===== config.mk =====
export PLATFORM = sky130hd
export DESIGN_NAME = tcnt_updown
export DESIGN_NICKNAME = d
export VERILOG_FILES = /design/src/rtl/tcnt_pkg.sv /design/src/rtl/tcnt_step.sv /design/src/rtl/tcnt_updown.sv
export SDC_FILE = /design/constraint.sdc
export NUM_CORES = 1
export LEC_CHECK = 0
export BUFFER_PORTS_ARGS = -buffer_cell sky130_fd_sc_hd__clkbuf_2
export CORE_MARGIN = 2
export CORE_UTILIZATION = 45
export DETAILED_ROUTE_END_ITERATION = 16
export GPL_TIMING_DRIVEN = 0
export PLACE_DENSITY = 0.78
export SLEW_MARGIN = 0
export SYNTH_ARGS = -nofsm -noshare
export SYNTH_HDL_FRONTEND = slang
export SYNTH_SLANG_ARGS = --single-unit

===== constraint.sdc =====
create_clock -name i_clk_sys -period 2.9 [get_ports i_clk_sys]
set_clock_uncertainty 0.2 [all_clocks]
set_input_delay 0.435 -clock i_clk_sys [delete_from_list [all_inputs] [get_ports i_clk_sys]]
set_output_delay 0.435 -clock i_clk_sys [all_outputs]
set_load 0.01 [all_outputs]

===== src/rtl/tcnt_pkg.sv =====
`default_nettype none
// ============================================================================
// Module   : tcnt_pkg
// Brief    : Shared types and constants for the tcnt_updown timer counter.
// Revision : 1.0 - initial release
// ============================================================================

package tcnt_pkg;

    typedef enum logic {
        CNT_UP   = 1'b0,
        CNT_DOWN = 1'b1
    } cnt_dir_e;

    localparam int unsigned TCNT_WIDTH_DEF = 8;

    // All-ones pattern of the given width, right-aligned in 32 bits.
    function automatic logic [31:0] TCNT_CMP_RST(input int unsigned width);
        logic [31:0] v;
        v = '0;
        for (int unsigned i = 0; i < 32; i++) begin
            if (i < width) begin
                v[i] = 1'b1;
            end
        end
        return v;
    endfunction

endpackage

`default_nettype wire


===== src/rtl/tcnt_step.sv =====
`default_nettype none
// ============================================================================
// Module   : tcnt_step
// Brief    : Combinational next-value and wrap detection for tcnt_updown.
// Revision : 1.0 - initial release
// ============================================================================

module tcnt_step
    import tcnt_pkg::*;
#(
    parameter int unsigned WIDTH = TCNT_WIDTH_DEF
) (
    input  logic [WIDTH-1:0] i_count,
    input  logic             i_dir,
    input  logic             i_auto_rld,
    input  logic [WIDTH-1:0] i_reload,
    output logic [WIDTH-1:0] o_next,
    output logic             o_wrap_up,
    output logic             o_wrap_dn
);

    localparam logic [WIDTH-1:0] c_max  = {WIDTH{1'b1}};
    localparam logic [WIDTH-1:0] c_zero = '0;
    localparam logic [WIDTH-1:0] c_one  = {{(WIDTH-1){1'b0}}, 1'b1};

    logic w_up;
    logic w_dn;

    assign w_up      = (cnt_dir_e'(i_dir) == CNT_UP);
    assign w_dn      = (cnt_dir_e'(i_dir) == CNT_DOWN);
    assign o_wrap_up = w_up && (i_count == c_max);
    assign o_wrap_dn = w_dn && (i_count == c_zero);

    always_comb begin
        o_next = w_up ? (i_count + c_one) : (i_count - c_one);
        // Without auto-reload the wrap lands on the natural opposite bound.
        if (o_wrap_up) begin
            o_next = i_auto_rld ? i_reload : c_zero;
        end else if (o_wrap_dn) begin
            o_next = i_auto_rld ? i_reload : c_max;
        end
    end

endmodule

`default_nettype wire


===== src/rtl/tcnt_updown.sv =====
`default_nettype none
// ============================================================================
// Module   : tcnt_updown
// Brief    : Parametrised up/down timer counter with auto-reload and
//            overflow/underflow pulses. Optional compare unit enabled by
//            defining TCNT_UPDOWN_CMP_EN.
// Revision : 1.0 - initial release
// ============================================================================

module tcnt_updown
    import tcnt_pkg::*;
#(
    parameter int unsigned      WIDTH     = TCNT_WIDTH_DEF,
    parameter logic [WIDTH-1:0] RST_VALUE = '0
) (
    input  logic             i_clk_sys,
    input  logic             i_rst_n,
    input  logic             i_clr,
    input  logic             i_wr_cnt,
    input  logic             i_wr_rld,
    input  logic             i_cnt_en,
    input  logic             i_dir,
    input  logic             i_auto_rld,
    input  logic [WIDTH-1:0] i_datain,
`ifdef TCNT_UPDOWN_CMP_EN
    input  logic             i_wr_cmp,
    output logic [WIDTH-1:0] o_cmp,
    output logic             o_cmp_match,
`endif
    output logic [WIDTH-1:0] o_count,
    output logic [WIDTH-1:0] o_reload,
    output logic             o_ovf,
    output logic             o_udf
);

    logic [WIDTH-1:0] r_count;
    logic [WIDTH-1:0] r_reload;
    logic             r_ovf;
    logic             r_udf;

    logic [WIDTH-1:0] w_next;
    logic             w_wrap_up;
    logic             w_wrap_dn;
    logic             w_step;

    tcnt_step #(
        .WIDTH (WIDTH)
    ) u_step (
        .i_count    (r_count),
        .i_dir      (i_dir),
        .i_auto_rld (i_auto_rld),
        .i_reload   (r_reload),
        .o_next     (w_next),
        .o_wrap_up  (w_wrap_up),
        .o_wrap_dn  (w_wrap_dn)
    );

    // A count step only happens when no clear or load overrides it.
    assign w_step = i_cnt_en & ~i_clr & ~i_wr_cnt;

    always_ff @(posedge i_clk_sys) begin
        if (!i_rst_n) begin
            r_count  <= RST_VALUE;
            r_reload <= RST_VALUE;
            r_ovf    <= 1'b0;
            r_udf    <= 1'b0;
        end else begin
            r_ovf <= w_step & w_wrap_up;
            r_udf <= w_step & w_wrap_dn;
            if (i_wr_rld) begin
                r_reload <= i_datain;
            end
            if (i_clr) begin
                r_count <= '0;
            end else if (i_wr_cnt) begin
                r_count <= i_datain;
            end else if (i_cnt_en) begin
                r_count <= w_next;
            end
        end
    end

`ifdef TCNT_UPDOWN_CMP_EN
    localparam logic [WIDTH-1:0] c_cmp_rst = WIDTH'(TCNT_CMP_RST(WIDTH));

    logic [WIDTH-1:0] r_cmp;
    logic             r_cmp_match;

    // Match is judged against the compare value held before this edge.
    always_ff @(posedge i_clk_sys) begin
        if (!i_rst_n) begin
            r_cmp       <= c_cmp_rst;
            r_cmp_match <= 1'b0;
        end else begin
            r_cmp_match <= w_step & (w_next == r_cmp);
            if (i_wr_cmp) begin
                r_cmp <= i_datain;
            end
        end
    end

    assign o_cmp       = r_cmp;
    assign o_cmp_match = r_cmp_match;
`else
    // Compare unit absent: no extra state or ports.
`endif

    assign o_count  = r_count;
    assign o_reload = r_reload;
    assign o_ovf    = r_ovf;
    assign o_udf    = r_udf;

endmodule

`default_nettype wire


==> results.toml <==
[hold_path]
hold_class = "input pin to flip-flop"

[route]
ant_nets = 0
wl_um = 3140
drt_pre_antenna_iters = 4
remaining_drc_errors = 0
vias_per_cell = 5.82
vias = 1229
first_iter_violations = 32
wl_per_cell_um = 14.9

[sta]
timing.fmax_ghz = 0.408
worst_slack_ns = 0.449
fin_crit_ns = 2.45
maxSlewHeadroom_pct = 64.0
fin_hold_ws_ns = 0.209
timing.final.hold_violations = 0
drv_slew = 0
setup_viol = 0
grt_setup_unrepaired = "no"
worst_pin_slew_ns = 0.540
finalCritPeriodShare_pct = 84.5
fin_setup_tns_ns = 0

[power]
vdd_drop_max_v = 0.000300
leakage_nw = 0.639
power.density_mw_per_mm2 = 395

[clock_network]
cts_buffer_depth = 2
htreeDepth = 1
clk_latency_ns = 0.30
root_buffer = "clkbuf_4"
tritoncts = "done"
clock-sinks = 18
post_cts_buffers = 0
ctsHoldBuffers = 0
cts_buffers = 3
cts.repair.resized = 0
clkTransAtPathRegs_ns = 0.11

[synth]
synth_nets = 169
synth-compound-area-share_pct = 22.8
avgSynthCellArea_um2 = 8.23
synth_seq_cells = 18
ys.flop_type = "dfxtp_1"
synthDistinctLibCells = 44
synth-edff-count = 0
yosys.area_share.simple_pct = 25.1
synth_fa_ha_area_share_pct = 7.92
synth_top_family_by_area = "simple AND/OR/NAND/NOR gates"
ys_warn_count = 0
netlist_area_mm2 = 0.00120
synthMuxAreaShare_pct = 6.67
synth_cells = 146
yosysSeqAreaShare_pct = 30.0
synthArstFlopShare_pct = 0
synth_xor_area_share_pct = 3.65

[critical_path]
slowest_delay_ns = 0.46
path_cells = "inv_1, fa_1, nand2b_1, a2111o_1, o311ai_0, o22ai_1, o41ai_1"
cpMaxStageDelayCell = "fa_1"
critPathMaxFanout = 6
worst_setup_path_start_kind = "flip-flop"
worstPathArrival_ns = 2.43
rrSetupSlack_ns = 0.45
crit_required_ns = 2.88
cp-end-kind = "flip-flop"
criticalPathCategory = "flip-flop to flip-flop"

[cells_and_area]
areaGrowthSynthToFinish_pct = 18.3
finalNonFillerCells = 211
layout-drive-gt1-share_pct = 22.1
diodes = 0
nNetsFinal = 206
post-route-util_pct = 56.9
multi_input_area_um2 = 795
regArea_um2 = 360
fillerInstances = 238

[run_status]
status = "complete, no violations"

[die]
rows = 18
core_region_area_mm2 = 0.00250
floorplan.die.height_um = 55.7
io_pins = 34
dieArea_mm2 = 0.00310
start_util_pct = 48.0
die_x_um = 55.7

[global_routing]
grt_max_degree = 12
grt.overflow.total = 0
grtUsageTotal_pct = 21.1
antenna_found_initial = 0
grt_pass1_vias = 1176
grt_pass1_wl_um = 5350

[place]
place_congestion = 0.847
pre_cts_ws_ns = 0.199
portBuffers = 32
detailed_place_hpwl_um = 2530
dpl.cell_count = 208

[job]
cap_viol_max_count = 0
[synthesized netlist by cell type, types with 2 or more instances]
library cell	number	area share [%]
nand3_1	5	2.1
dfxtp_1	18	30
nor2b_1	10	5.2
nand2b_1	2	1.0
nor2_1	9	2.8
o41ai_1	2	1.5
inv_1	9	2.8
xor2_1	2	1.5
clkbuf_1	2	0.63
and2_1	2	1.0
and3_1	4	2.1
a21oi_1	14	5.8
nand2_1	9	2.8
o22ai_1	3	1.6
nor3_1	4	1.7
o21ai_0	8	3.3
ha_1	6	6.2
o32ai_1	2	1.5
mux2i_1	8	6.7
xnor2_1	3	2.2
[path summary, 6_finish.rpt]
| kind | cells after the start | start | end |
|---|---|---|---|
| worst max register to register | 7 | o_count[0] | o_count[6] |
| worst min-delay path | 3 | i_datain[7] | o_reload[7] |
| worst max-delay path | 7 | o_count[0] | o_count[6] |
| worst min register to register | 2 | o_reload[7] | o_reload[7] |
[power by group]
| group | leakage (nW) | switching (mW) | internal (mW) |
|---|---|---|---|
| Clock | 0.0138 | 0.0798 | 0.0484 |
| Combinational | 0.477 | 0.0893 | 0.0699 |
| Sequential | 0.148 | 0.0143 | 0.260 |
[layer usage]
| layer | track usage (%) | wire, um | vias up |
|---|---|---|---|
| met4 | 4.88 | 26 | 0 |
| li1 | - | - | 613 |
| met2 | 34.9 | 1530 | 46 |
| met1 | 27.6 | 1430 | 566 |
| met5 | 0 | 0 | - |
| met3 | 5.12 | 163 | 4 |
[flip-flops by register name (all words and copies together) (netlist names)]
register,cells
o_count,8
o_ovf,1
o_reload,8
o_udf,1
[critical path, delay by kind of cell (launching register included)]
kind                       cells  cell delay (ns)
AOI/OAI and AO/OA              4             0.93
adders and majority gates      1             0.46
DFF                            1             0.44
and+or+nand+nor                1             0.19
buffers and inverters          1             0.11
[placed cells by master (no fill, tap or decap), drive strengths merged, types with 2 or more instances in the layout]
cell / count
clkbuf: 37
and2: 3
and3: 4
ha: 6
o41ai: 2
nor2b: 10
nor3: 4
xnor2: 3
inv: 9
o22ai: 3
nand2: 9
o21ai: 8
xor2: 2
o32ai: 2
a21oi: 14
o21a: 2
mux2i: 8
nand2b: 2
dfxtp: 18
nor2: 9
or3: 2
nand3: 5
[cell families after synthesis]
family                   Yosys count
adder cells (fa/ha/maj)            7
buffers and inverters             12
AO/OA/AOI/OAI                     41
AND/OR/NAND/NOR                   55
flip-flops                        18
XOR/XNOR                           5
multiplexers                       8
[stage by stage]
| step | power (mW) | area, um^2 |
|---|---|---|
| floorplan | 0.382 | 1200 |
| global placement | 0.431 | 1400 |
| detailed placement | 0.438 | 1400 |
| CTS | 0.566 | 1420 |
| global route | 0.593 | 1420 |
| finish | 0.562 | 1420 |
[cell type report]
cell class | instances | area share [%]
multi-input combinational | 116 | 55.9
sequential | 18 | 25.4
timing repair buffer | 32 | 11.3
tap | 30 | 2.64
inverter | 9 | 2.38
clock buffer | 3 | 1.58
buffer | 3 | 0.880
Power figures use the tool's default switching activity.
